**src/rtl/prt_dp_app_pkg.sv**
```systemverilog
// rtl/prt_dp_app_pkg.sv - shared types and constants for the application RAM arbiter
package prt_dp_app_pkg;

  typedef enum logic [1:0] {
    ARB_IDLE = 2'd0,
    ARB_BUSY = 2'd1,
    ARB_ACK  = 2'd2
  } arb_state_e;

  localparam logic [31:0] ERR_DAT_DEFAULT = 32'hdeadbeef;

endpackage

```
**src/rtl/prt_dp_app_ram_arb_if.sv**
```systemverilog
// rtl/prt_dp_app_ram_arb_if.sv - RAM-interface bus shared by requesters and the RAM port
interface prt_dp_app_ram_arb_if #(
  parameter int ADR_W = 16
);
  logic [ADR_W-1:0] adr;
  logic             wr;
  logic [3:0]       msk;
  logic [31:0]      wdat;
  logic             req;
  logic [31:0]      rdat;
  logic             ack;

  modport master (output adr, wr, msk, wdat, req, input rdat, ack);
  modport slave  (input adr, wr, msk, wdat, req, output rdat, ack);
endinterface

```
**src/rtl/prt_dp_app_ram_arb_rr.sv**
```systemverilog
// rtl/prt_dp_app_ram_arb_rr.sv - two-requester round-robin grant with a priority pointer
module prt_dp_app_ram_arb_rr (
  input  logic       clk,
  input  logic       rst_n,
  input  logic [1:0] req,
  input  logic       update,
  output logic       grant_vld,
  output logic       grant_idx,
  output logic       ptr
);

  // ptr names the port that wins the next tie; reset favours port 0
  always_comb begin
    grant_vld = |req;
    grant_idx = (req == 2'b11) ? ptr : req[1];
  end

  always_ff @(posedge clk or negedge rst_n) begin
    if (!rst_n) begin
      ptr <= 1'b0;
    end else if (update && grant_vld) begin
      ptr <= ~grant_idx;
    end
  end

endmodule

```
**src/rtl/prt_dp_app_ram_arb.sv**
```systemverilog
// rtl/prt_dp_app_ram_arb.sv - two-master round-robin arbiter for the shared application RAM
module prt_dp_app_ram_arb
  import prt_dp_app_pkg::*;
#(
  parameter int          P_ADR_WIDTH = 16,
  parameter int          P_TIMEOUT   = 255,
  parameter logic [31:0] P_ERR_DAT   = ERR_DAT_DEFAULT
) (
  input  logic                        clk_in,
  input  logic                        rstn_in,
  prt_dp_app_ram_arb_if.slave         m0,
  prt_dp_app_ram_arb_if.slave         m1,
  prt_dp_app_ram_arb_if.master        ram,
  output logic                        err_out
);

  localparam logic [1:0] IDLE = ARB_IDLE;
  localparam logic [1:0] BUSY = ARB_BUSY;
  localparam logic [1:0] ACK  = ARB_ACK;
  localparam int WD_W = (P_TIMEOUT > 0) ? $clog2(P_TIMEOUT + 1) : 1;

  logic [1:0]             state;
  logic                   gnt;
  logic [WD_W-1:0]        wd;
  logic [WD_W:0]          wd_nxt;
  logic                   timeout;
  logic                   grant_vld;
  logic                   grant_idx;
  logic                   rr_ptr;
  logic [P_ADR_WIDTH-1:0] adr_q;

  prt_dp_app_ram_arb_rr u_rr (
    .clk       (clk_in),
    .rst_n     (rstn_in),
    .req       ({m1.req, m0.req}),
    .update    (state == IDLE),
    .grant_vld (grant_vld),
    .grant_idx (grant_idx),
    .ptr       (rr_ptr)
  );

  // The extra watchdog bit lets the compare see the terminal count without wrapping
  assign wd_nxt  = {1'b0, wd} + (WD_W + 1)'(1);
  assign timeout = (P_TIMEOUT != 0) && (wd_nxt == (WD_W + 1)'(P_TIMEOUT));
  assign ram.adr = adr_q;

  always_ff @(posedge clk_in or negedge rstn_in) begin
    if (!rstn_in) begin
      state    <= IDLE;
      gnt      <= 1'b0;
      wd       <= '0;
      adr_q    <= '0;
      ram.wr   <= 1'b0;
      ram.msk  <= 4'd0;
      ram.wdat <= 32'd0;
      ram.req  <= 1'b0;
      m0.rdat  <= 32'd0;
      m0.ack   <= 1'b0;
      m1.rdat  <= 32'd0;
      m1.ack   <= 1'b0;
      err_out  <= 1'b0;
    end else begin
      m0.ack  <= 1'b0;
      m1.ack  <= 1'b0;
      err_out <= 1'b0;
      case (state)
        IDLE: begin
          if (grant_vld) begin
            adr_q    <= grant_idx ? m1.adr  : m0.adr;
            ram.wr   <= grant_idx ? m1.wr   : m0.wr;
            ram.msk  <= grant_idx ? m1.msk  : m0.msk;
            ram.wdat <= grant_idx ? m1.wdat : m0.wdat;
            ram.req  <= 1'b1;
            gnt      <= grant_idx;
            wd       <= '0;
            state    <= BUSY;
          end
        end
        BUSY: begin
          // A real ack outranks a timeout landing on the same cycle
          if (ram.ack || timeout) begin
            ram.req <= 1'b0;
            err_out <= ~ram.ack;
            state   <= ACK;
            if (gnt) begin
              m1.rdat <= ram.ack ? ram.rdat : P_ERR_DAT;
              m1.ack  <= 1'b1;
            end else begin
              m0.rdat <= ram.ack ? ram.rdat : P_ERR_DAT;
              m0.ack  <= 1'b1;
            end
          end else if (P_TIMEOUT != 0) begin
            wd <= wd_nxt[WD_W-1:0];
          end
        end
        ACK:     state <= IDLE;
        default: state <= IDLE;
      endcase
    end
  end

endmodule

```
**src/flat_wrapper.sv**
```systemverilog
// flat-port wrapper written by rule: the top's interface ports become plain ports
module prt_dp_app_ram_arb_flat import prt_dp_app_pkg::*;
#(
  parameter int          P_ADR_WIDTH = 16,
  parameter int          P_TIMEOUT   = 255,
  parameter logic [31:0] P_ERR_DAT   = ERR_DAT_DEFAULT
)
  (clk_in, rstn_in, err_out, m0_adr, m0_wr, m0_msk, m0_wdat, m0_req, m0_rdat, m0_ack, m1_adr, m1_wr, m1_msk, m1_wdat, m1_req, m1_rdat, m1_ack, ram_adr, ram_wr, ram_msk, ram_wdat, ram_req, ram_rdat, ram_ack);
  prt_dp_app_ram_arb_if #(.ADR_W(16)) m0_i ();
  prt_dp_app_ram_arb_if #(.ADR_W(16)) m1_i ();
  prt_dp_app_ram_arb_if #(.ADR_W(16)) ram_i ();
  input  logic clk_in;
  input  logic rstn_in;
  output logic err_out;
  input wire logic [$bits(m0_i.adr)-1:0] m0_adr;
  input wire logic [$bits(m0_i.wr)-1:0] m0_wr;
  input wire logic [$bits(m0_i.msk)-1:0] m0_msk;
  input wire logic [$bits(m0_i.wdat)-1:0] m0_wdat;
  input wire logic [$bits(m0_i.req)-1:0] m0_req;
  output wire logic [$bits(m0_i.rdat)-1:0] m0_rdat;
  output wire logic [$bits(m0_i.ack)-1:0] m0_ack;
  input wire logic [$bits(m1_i.adr)-1:0] m1_adr;
  input wire logic [$bits(m1_i.wr)-1:0] m1_wr;
  input wire logic [$bits(m1_i.msk)-1:0] m1_msk;
  input wire logic [$bits(m1_i.wdat)-1:0] m1_wdat;
  input wire logic [$bits(m1_i.req)-1:0] m1_req;
  output wire logic [$bits(m1_i.rdat)-1:0] m1_rdat;
  output wire logic [$bits(m1_i.ack)-1:0] m1_ack;
  output wire logic [$bits(ram_i.adr)-1:0] ram_adr;
  output wire logic [$bits(ram_i.wr)-1:0] ram_wr;
  output wire logic [$bits(ram_i.msk)-1:0] ram_msk;
  output wire logic [$bits(ram_i.wdat)-1:0] ram_wdat;
  output wire logic [$bits(ram_i.req)-1:0] ram_req;
  input wire logic [$bits(ram_i.rdat)-1:0] ram_rdat;
  input wire logic [$bits(ram_i.ack)-1:0] ram_ack;
  assign m0_i.adr = m0_adr;
  assign m0_i.wr = m0_wr;
  assign m0_i.msk = m0_msk;
  assign m0_i.wdat = m0_wdat;
  assign m0_i.req = m0_req;
  assign m0_rdat = m0_i.rdat;
  assign m0_ack = m0_i.ack;
  assign m1_i.adr = m1_adr;
  assign m1_i.wr = m1_wr;
  assign m1_i.msk = m1_msk;
  assign m1_i.wdat = m1_wdat;
  assign m1_i.req = m1_req;
  assign m1_rdat = m1_i.rdat;
  assign m1_ack = m1_i.ack;
  assign ram_adr = ram_i.adr;
  assign ram_wr = ram_i.wr;
  assign ram_msk = ram_i.msk;
  assign ram_wdat = ram_i.wdat;
  assign ram_req = ram_i.req;
  assign ram_i.rdat = ram_rdat;
  assign ram_i.ack = ram_ack;
  prt_dp_app_ram_arb #(.P_ADR_WIDTH(P_ADR_WIDTH), .P_TIMEOUT(P_TIMEOUT), .P_ERR_DAT(P_ERR_DAT)) u_core (.clk_in(clk_in), .rstn_in(rstn_in), .m0(m0_i), .m1(m1_i), .ram(ram_i), .err_out(err_out));
endmodule
```
**config.mk**
```make
export PLATFORM = sky130hd
export DESIGN_NAME = prt_dp_app_ram_arb_flat
export DESIGN_NICKNAME = d
export VERILOG_FILES = /design/src/rtl/prt_dp_app_pkg.sv /design/src/rtl/prt_dp_app_ram_arb_if.sv /design/src/rtl/prt_dp_app_ram_arb_rr.sv /design/src/rtl/prt_dp_app_ram_arb.sv /design/src/flat_wrapper.sv
export SDC_FILE = /design/constraint.sdc
export NUM_CORES = 1
export LEC_CHECK = 0
export BUFFER_PORTS_ARGS = -buffer_cell sky130_fd_sc_hd__buf_2
export CAP_MARGIN = 20
export CORE_ASPECT_RATIO = 0.6
export CORE_MARGIN = 4
export CORE_UTILIZATION = 47
export DETAILED_ROUTE_END_ITERATION = 7
export PLACE_DENSITY = 0.88
export SETUP_SLACK_MARGIN = 0.1
export SLEW_MARGIN = 20
export SYNTH_ARGS = -nofsm -noshare
export SYNTH_HDL_FRONTEND = slang
export SYNTH_HIERARCHICAL = 1
export SYNTH_SLANG_ARGS = --single-unit
```
**constraint.sdc**
```tcl
create_clock -name clk_in -period 2.8 [get_ports clk_in]
set_input_delay 0.28 -clock clk_in [delete_from_list [all_inputs] [get_ports clk_in]]
set_output_delay 0.28 -clock clk_in [all_outputs]
set_load 0.02 [all_outputs]
```
==> run_results.csv, run 1 <==
group,metric,value,unit
outcome,outcome,"finished, final reports clean",
global_route,grt_pass1_vias,4814,
synth,synth-seq-cells,133,
global_route,gr-usage-all-layers,22.9,%
synth,synth_xor_area_share,0.599,%
layout,n_antenna_cell,0,
die,die_height,92.8,um
flow_run,cap_viol_max_count,0,
layout,layout_commonest_cell,"buf_2",
die,start_util,48.9,%
worst_setup_path,r2r_cells,7,
cts,clock-sinks,133,
global_route,grt_max_degree,81,
synth,syn_nets,629,
cts,cts-buffers-inserted,17,
cts,postCtsSetupRepairBufs,0,
cts,clock_latency,400,ps
synth,yosys.area.top_type,"dfrtp_1",
synth,synth.area.top_cells,"dfrtp_1, mux2i_1, o21ai_0, nand2_1, a2bb2oi_1",
synth,synthMuxAreaShare,9.59,%
global_route,antenna_found_initial,0,
die,num_rows,30,
worst_setup_path,path_class,"reg -> reg",
die,die_w,149,um
global_route,grt_pass1_wl,25.4,mm
worst_setup_path,cp-end-kind,"flop",
sta,hold_viol,0,
power,irDropWorstVdd,0.000512,V
layout,nets,886,
synth,synth_area,0.00564,mm2
synth,ys_types,43,
sta,rsz0062_at_grt,"false",
cts,cts_root_buf,"clkbuf_16",
sta,min_period,2300,ps
worst_setup_path,worstPathRequired,3110,ps
worst_setup_path,startpoint_type,"flop",
cts,cts_max_level,4,
layout,final_cell_mix,"buf_2, dfrtp_1, nand2_1",
synth,synth.yosys.seq_area_share,59.0,%
synth,synth_flop_cell,"dfrtp_1",
sta,post-route-period-util,82.0,%
routing,dr.pass1.iters,4,
die,pin_count,264,
global_route,gr-total-overflow,0,
placement,hpwl,12.4,mm
cts,cts.path.max_buffers,2,
routing,avgViaCountPerCell,5.27,
synth,netlist.area_leader.share,59.0,%
hold_path,whs_path_depth,2,
worst_setup_path,crit_path_max_fanout,25,
layout,fillerInstances,894,
synth,avgSynthCellArea,11.6,um2
routing,drt_iter0_drc,258,
power,leakagePower,3.84,nW
synth,synth_top_family_by_area,"compound AO/OA/AOI/OAI gates",
sta,max_freq,0.436,GHz
synth,synth_enable_flop_cells,0,
placement,portBuffers,263,
layout,drive_gt1_share,41.8,%
synth,synth-async-reset-ratio,100,%
power,power_density,1230,mW/mm2
routing,drcViolationCount,0,
cts,tritoncts,"done",
cts,cts.clk_slew.worst_paths,60,ps
routing,num_vias,4819,
routing,drt.antenna.violating_nets,0,
hold_path,hp-class,"in -> reg",
sta,tns,0,ps
synth,ys.warnings.count,6,
sta,setup_viol,0,
routing,routed_wl,16.3,mm
sta,fin_worst_skew,11.4,ps
placement,gp_congestion,0.925,
die,dieArea,0.0139,mm2
synth,synth-compound-area-share,18.6,%
synth,synth_cells,484,
synth,synth_adder_area_share,0.444,%
worst_setup_path,crit_arrival,2600,ps
power,total_power,9.45,mW
routing,wire_per_inst,17.9,um
sta,finalWorstSetupSlack,504,ps
sta,worstMarginPinSlew,829,ps
layout,area_growth,36.3,%
placement,pre_cts_slack,566,ps
sta,finalMaxSlewViolations,0,
die,core,0.0115,mm2
cts,ctsResizeCount,0,
layout,finalCoreUtilization,66.7,%
synth,synth_simple_gate_area_share,7.99,%
sta,max_slew_margin,44.5,%
-- sequential cells by signal, indices dropped and copies added, names as in the netlist, 2 cells and up --
| register | cells |
|---|---|
| u_core/wd | 8 |
| u_core/ram.adr | 16 |
| u_core/m1.rdat | 32 |
| u_core/m0.rdat | 32 |
| u_core/state | 2 |
| u_core/ram.msk | 4 |
| u_core/ram.wdat | 32 |
-- cells by family after synthesis --
family / Yosys count
simple gates: 106
xor+xnor: 3
mux: 54
flops: 133
buf+inv: 46
fa+ha+maj: 2
compound gates: 140
-- metrics by stage --
step	hold slack, ps	cell area, um2	std cells
finish	129	7690	914
global route	120	7690	914
CTS	80.1	7670	913
detailed placement	465	7090	881
global placement	457	7090	881
floorplan	-15.6	5640	484
-- path summary, 6_finish.rpt --
kind,from,to,slack [ps]
max reg2reg,u_core/wd[1]$_DFFE_PN0P_,u_core/m1.rdat[3]$_DFFE_PN0P_,500
max in group asynchronous,rstn_in,u_core/m1.rdat[20]$_DFFE_PN0P_,1570
min in group asynchronous,rstn_in,u_core/ram.adr[11]$_DFFE_PN0P_,480
min reg2reg,u_core/ram.wr$_DFFE_PN0P_,u_core/ram.wr$_DFFE_PN0P_,480
min,m1_req,u_core/u_rr/ptr$_DFFE_PN0P_,130
max,u_core/wd[1]$_DFFE_PN0P_,u_core/m1.rdat[3]$_DFFE_PN0P_,500
-- cell type report --
class	instances	area [um2]	area share, %
sequential	133	3330	43.3
multi-input combinational	305	2110	27.5
timing repair buffer	274	1420	18.5
clock buffer	18	439	5.71
tap	160	200	2.60
clock inverter	14	143	1.86
inverter	10	42.5	0.553
-- per-layer routing --
metal	global-route usage [%]	vias to the layer above	routed length (um)
met5	0	-	0
met4	5.94	0	172
met3	4.84	13	1170
met2	36.8	196	7880
met1	32.0	2328	7120
li1	-	2282	-
-- where the power goes --
| part | internal (mW) | switching [mW] | leakage, nW |
|---|---|---|---|
| logic | 1.39 | 2.56 | 1.98 |
| registers | 2.82 | 0.531 | 1.59 |
| clock network | 1.27 | 0.878 | 0.270 |
| total | 5.48 | 3.97 | 3.84 |
-- cells in the mapped netlist (2+ instances only) --
cell,count
o32a_1,22
buf_1,3
mux2i_1,54
a2bb2oi_1,27
o21a_1,2
inv_1,7
a31oi_1,3
buf_6,4
nand3_1,3
nor3_1,3
a21oi_1,2
clkbuf_1,27
o211ai_4,2
o211ai_1,2
inv_4,2
nor2_1,20
ha_1,2
o21ai_0,58
a32o_1,6
o2bb2ai_1,10
dfrtp_1,133
buf_2,2
nand2_1,67
and3_1,4
-- critical path, stage by stage (launching register included) --
cell and delay (ps):
dfrtp_1 410, ha_1 270, xnor2_1 170, nor3b_1 380, o211a_4 280, o211ai_4 160
inv_4 310, a2bb2oi_1 220
-- repair_timing --
item	in CTS	in global routing
endpoints found under the setup margin	0	0
hold buffers	0	1
endpoints found under the hold margin	0	36
Power figures use the tool's default switching activity.
==> run 2: changes to the inputs <==
clock period = 2.4 ns   (was 2.8 ns; I/O delays follow)
==> run 2 against run 1 <==
Compared with the run above:
- clock power up 32%
- via count grew 5.1%
- largest power group unchanged
- largest cell class unchanged
- core utilization rose by 1.6 points
==> run_results.csv, run 2 (synthesized netlist as in run 1, its figures left out) <==
group,metric,value,unit
outcome,outcome,"finished, final reports clean",
routing,drt.antenna.violating_nets,0,
worst_setup_path,crit_path_top_delay_cell,"dfrtp_1",
sta,post-route-period-util,91.4,%
sta,worstMarginPinSlew,802,ps
cts,cts.clk_slew.worst_paths,60,ps
worst_setup_path,crit_path_start,"u_core/wd[1]$_DFFE_PN0P_",
power,power_density,1460,mW/mm2
routing,num_vias,5065,
cts,cts.path.max_buffers,2,
global_route,grt_pass1_vias,4992,
worst_setup_path,worstPathRequired,2690,ps
sta,min_period,2190,ps
layout,reg_top3,"u_core/m0.rdat: 32 flops, u_core/m1.rdat: 32 flops, u_core/ram.wdat: 32 flops",
die,pin_count,264,
sta,finalMaxSlewViolations,0,
placement,portBuffers,263,
routing,routed_wl,17.0,mm
placement,place_inst,884,
layout,fillerInstances,852,
sta,max_slew_margin,46.4,%
sta,max_freq,0.456,GHz
worst_setup_path,crit_path_max_fanout,25,
cts,tritoncts,"done",
die,core,0.0115,mm2
layout,finalCoreUtilization,68.3,%
die,dieArea,0.0139,mm2
cts,cts-buffers-inserted,17,
placement,gp_congestion,0.898,
placement,hpwl,12.7,mm
worst_setup_path,r2r-start,"u_core/wd[1]$_DFFE_PN0P_",
flow_run,cap_viol_max_count,0,
sta,fin_worst_skew,8.76,ps
power,switching_share,40.4,%
routing,drcViolationCount,0,
sta,hold_viol,0,
cts,clock_latency,400,ps
layout,n_antenna_cell,0,
power,irDropWorstVdd,0.000649,V
power,sequentialPowerShare,34.0,%
global_route,antenna_found_initial,0,
routing,wire_per_inst,18.5,um
power,internal-power,6.85,mW
worst_setup_path,cp_top_family,"compound AO/OA/AOI/OAI gates",
sta,setup_viol,0,
worst_setup_path,crit_end,"u_core/m0.rdat[26]$_DFFE_PN0P_",
power,leakagePower,3.93,nW
global_route,grt_pass1_wl,26.2,mm
routing,avgViaCountPerCell,5.49,
power,p_switching,4.64,mW
layout,final_cells,922,
global_route,gr-usage-all-layers,23.8,%
layout,nets,894,
worst_setup_path,cpPeakStageDelay,380,ps
sta,tns,0,ps
worst_setup_path,path_buf_inv,1,
layout,drive_gt1_share,42.4,%
worst_setup_path,rr_endpoint,"u_core/m0.rdat[26]$_DFFE_PN0P_",
layout,layout_commonest_cell,"buf_2",
cts,clock-sinks,133,
worst_setup_path,cp-end-kind,"flop",
power,clockPowerShare,24.7,%
die,die_w,149,um
die,num_rows,30,
routing,dr.pass1.iters,5,
worst_setup_path,path_class,"reg -> reg",
worst_setup_path,crit_arrival,2480,ps
die,start_util,48.9,%
cts,cts_root_buf,"clkbuf_16",
layout,final_cell_mix,"buf_2, dfrtp_1, nand2_1",
die,die_height,92.8,um
worst_setup_path,r2r_cells,7,
routing,drt_iter0_drc,300,
worst_setup_path,startpoint_type,"flop",
hold_path,hp-class,"in -> reg",
worst_setup_path,crit_cells,7,
global_route,gr-total-overflow,0,
sta,rsz0062_at_grt,"false",
layout,area_growth,39.6,%
worst_setup_path,cp_cell_sequence,"ha_1 > nand3_4 > o21a_1 > o211a_4 > o211ai_4 > inv_6 > o32a_1",
power,combPwrFrac,41.3,%
cts,cts_max_level,4,
worst_setup_path,r2r_slack,210,ps
global_route,grt_max_degree,107,
-- run 2: changes by cell type in the layout (fill, tap and decap cells not counted), sizes merged --
| cell | delta |
|---|---|
| buf | +8 |
| clkinv | +2 |
| clkinvlp | -3 |
| bufinv | +4 |
| inv | -3 |
-- run 2: worst min path at each step --
stage | start | endpoint | slack, ps | depth (start not counted)
floorplan | rstn_in | u_core/err_out$_DFF_PN0_ | -60 | 0
global placement | rstn_in | u_core/ram.adr[4]$_DFFE_PN0P_ | 300 | 1
detailed placement | rstn_in | u_core/ram.adr[4]$_DFFE_PN0P_ | 310 | 1
CTS | m1_req | u_core/u_rr/ptr$_DFFE_PN0P_ | 60 | 2
global route | m1_req | u_core/u_rr/ptr$_DFFE_PN0P_ | 80 | 2
finish | m1_req | u_core/u_rr/ptr$_DFFE_PN0P_ | 70 | 2
-- run 2: power by group through the flow --
stage	Combinational (mW)	Clock, mW	Sequential [mW]
4_1_cts	4.73	2.89	3.90
6_report	4.74	2.84	3.91
5_1_grt	5.09	3.01	4.03
2_1_floorplan	1.75	0	5.05
3_5_place_dp	4.72	0	3.91
3_3_place_gp	4.55	0	3.87
-- run 2: per-layer routing --
| metal | vias up | routed length (um) | global-route usage (%) |
|---|---|---|---|
| met3 | 37 | 1480 | 5.18 |
| met5 | - | 0 | 0 |
| met4 | 0 | 363 | 7.92 |
| li1 | 2295 | - | - |
| met2 | 277 | 8350 | 39.7 |
| met1 | 2456 | 6840 | 31.2 |
-- run 2: final cells by class --
type	count	area (um2)	area share, %
Multi-Input combinational cell	305	2120	26.9
Clock inverter	14	223	2.83
Tap cell	160	200	2.54
Inverter	10	47.5	0.604
Timing Repair Buffer	282	1530	19.4
Sequential cell	133	3330	42.3
Clock buffer	18	429	5.45
-- run 2: metrics by stage --
stage | power (mW) | hold slack (ps) | worst slack (ps) | instance area (um2)
after floorplan | 6.80 | -55.6 | 440 | 5640
after global placement | 8.42 | 305 | 341 | 7160
after detailed placement | 8.63 | 311 | 124 | 7160
after CTS | 11.5 | 55.0 | 125 | 7830
after global routing | 12.1 | 80.2 | 84.6 | 7870
final | 11.5 | 74.8 | 206 | 7870
-- run 2: repair_timing --
item                                    4_1_cts  5_1_grt
gates resized for setup                       0        3
endpoints found under the setup margin        0       48
hold buffers                                  1        0
setup buffers                                 0        5
hold endpoints to repair                     47        0
==> run 3: changes to the inputs <==
CORE_UTILIZATION = 45   (was 47)
PLACE_DENSITY = 0.85   (was 0.88)
REMOVE_ABC_BUFFERS = 1   (was unset)
==> run 3 against run 2 <==
Compared with the run above:
- sequential power about the same
- design area down 1.9%
- via count down 5.8%
- power down 3.5%
==> run_results.csv, run 3 (synthesized netlist as in run 1, its figures left out) <==
group,metric,value,unit
outcome,outcome,"finished, final reports clean",
worst_setup_path,worstPathRequired,2670,ps
die,dieArea,0.0144,mm2
sta,max_freq,0.458,GHz
power,leakagePower,3.86,nW
placement,gp_congestion,0.853,
layout,nets,886,
worst_setup_path,crit_arrival,2460,ps
routing,dr.pass1.iters,5,
die,pin_count,264,
worst_setup_path,crit_path_max_fanout,25,
placement,hpwl,11.9,mm
routing,dr_wl_met2,7.94,mm
layout,final_area,0.00772,mm2
die,start_util,46.4,%
layout,n_antenna_cell,0,
die,core,0.0121,mm2
global_route,grt_pass1_wl,25.0,mm
sta,fin_worst_skew,8.70,ps
placement,pre_cts_slack,211,ps
hold_path,hp-class,"in -> reg",
routing,drcViolationCount,0,
routing,routed_wl,16.0,mm
hold_path,whs_endpoint,"u_core/u_rr/ptr$_DFFE_PN0P_",
routing,route.met3.wl,988,um
power,total_power,11.1,mW
sta,max_slew_margin,51.8,%
cts,cts-buffers-inserted,17,
worst_setup_path,r2r_cells,7,
hold_path,hp-start,"m1_req",
sta,setup_viol,0,
sta,hold_viol,0,
routing,drt_iter0_drc,385,
worst_setup_path,startpoint_type,"flop",
global_route,antenna_found_initial,0,
sta,worstMarginPinSlew,721,ps
die,die_height,94.7,um
worst_setup_path,path_class,"reg -> reg",
die,die_w,153,um
cts,tritoncts,"done",
global_route,grt_max_degree,134,
routing,wl_met1,6.86,mm
routing,avgViaCountPerCell,5.21,
routing,num_vias,4770,
cts,cts.path.max_buffers,2,
layout,final_cell_mix,"buf_2, dfrtp_1, nand2_1",
worst_setup_path,cp-end-kind,"flop",
cts,cts_max_level,4,
power,irDropWorstVdd,0.000624,V
hold_path,whs_path_depth,2,
sta,tns,0,ps
sta,rsz0062_at_grt,"false",
layout,layout_commonest_cell,"buf_2",
layout,area_growth,37.0,%
cts,clock_latency,400,ps
layout,drive_gt1_share,41.5,%
routing,drt.antenna.violating_nets,0,
worst_setup_path,rr_endpoint,"u_core/m0.rdat[27]$_DFFE_PN0P_",
cts,cts_root_buf,"clkbuf_16",
sta,post-route-period-util,91.1,%
sta,min_period,2190,ps
global_route,gr-usage-all-layers,21.5,%
die,num_rows,31,
layout,multi_input_area,0.00212,mm2
layout,register_area,0.00333,mm2
global_route,gr-total-overflow,0,
layout,fillerInstances,964,
cts,cts.clk_slew.worst_paths,50,ps
sta,finalWorstSetupSlack,215,ps
placement,dpl_cell_area,0.00713,mm2
routing,highest_layer,"met4",
worst_setup_path,r2r_slack,210,ps
power,power_density,1440,mW/mm2
global_route,grt_pass1_vias,4834,
sta,finalMaxSlewViolations,0,
worst_setup_path,r2r-start,"u_core/wd[1]$_DFFE_PN0P_",
layout,reg_top3,"u_core/m0.rdat: 32 flops, u_core/m1.rdat: 32 flops, u_core/ram.wdat: 32 flops",
flow_run,cap_viol_max_count,0,
routing,wire_per_inst,17.4,um
cts,clock-sinks,133,
placement,portBuffers,263,
run 3: what timing repair did:
item                       4_1_cts  5_1_grt
hold buffers                     1        0
gates resized for setup          0        3
setup buffers                    0        0
setup endpoints to repair        0       28
hold endpoints to repair       133        0
run 3: worst max-delay path by stage:
stage               slack [ps]                              to                   startpoint  depth (start not counted)
detailed placement         210   u_core/m1.rdat[2]$_DFFE_PN0P_     u_core/wd[1]$_DFFE_PN0P_                          7
global route               110  u_core/m1.rdat[18]$_DFFE_PN0P_     u_core/wd[1]$_DFFE_PN0P_                          7
finish                     210  u_core/m0.rdat[27]$_DFFE_PN0P_     u_core/wd[1]$_DFFE_PN0P_                          7
floorplan                -2290   u_core/ram.adr[0]$_DFFE_PN0P_  u_core/u_rr/ptr$_DFFE_PN0P_                          4
CTS                        200   u_core/m1.rdat[2]$_DFFE_PN0P_     u_core/wd[1]$_DFFE_PN0P_                          7
global placement           330  u_core/m1.rdat[30]$_DFFE_PN0P_     u_core/wd[1]$_DFFE_PN0P_                          7
run 3: critical path, cell delays in order, from the launching register on:
cell and delay [ps]:
dfrtp_1 380, ha_1 300, nand3_4 120, o21a_1 230
o211a_4 300, o211ai_4 340, inv_6 160, o32a_1 210
run 3: stage by stage:
stage	hold WS, ps	cells	utilization [%]
2_1_floorplan	-55.6	448	-
3_3_place_gp	382	886	58.7
3_5_place_dp	394	886	58.7
4_1_cts	21.8	916	63.5
5_1_grt	31.0	916	63.6
6_report	42.2	916	63.6
run 3: cell type report:
cell class                 instances  area share (%)
sequential                       133            43.1
inverter                          10           0.616
tap                              165            2.67
multi-input combinational        305            27.4
clock inverter                    10            1.73
timing repair buffer             274            18.7
clock buffer                      19            5.74
run 3: report_power, final:
part / switching (mW) / total [mW] / internal, mW
Sequential: 0.611 / 3.90 / 3.29
Combinational: 3.00 / 4.66 / 1.66
Clock: 0.895 / 2.53 / 1.64
Total: 4.50 / 11.1 / 6.58
run 3: per-layer routing:
| layer | global-route usage, % | up-vias |
|---|---|---|
| li1 | - | 2263 |
| met1 | 27.9 | 2316 |
| met2 | 35.6 | 170 |
| met3 | 5.95 | 21 |
| met4 | 7.26 | 0 |
| met5 | 0 | - |
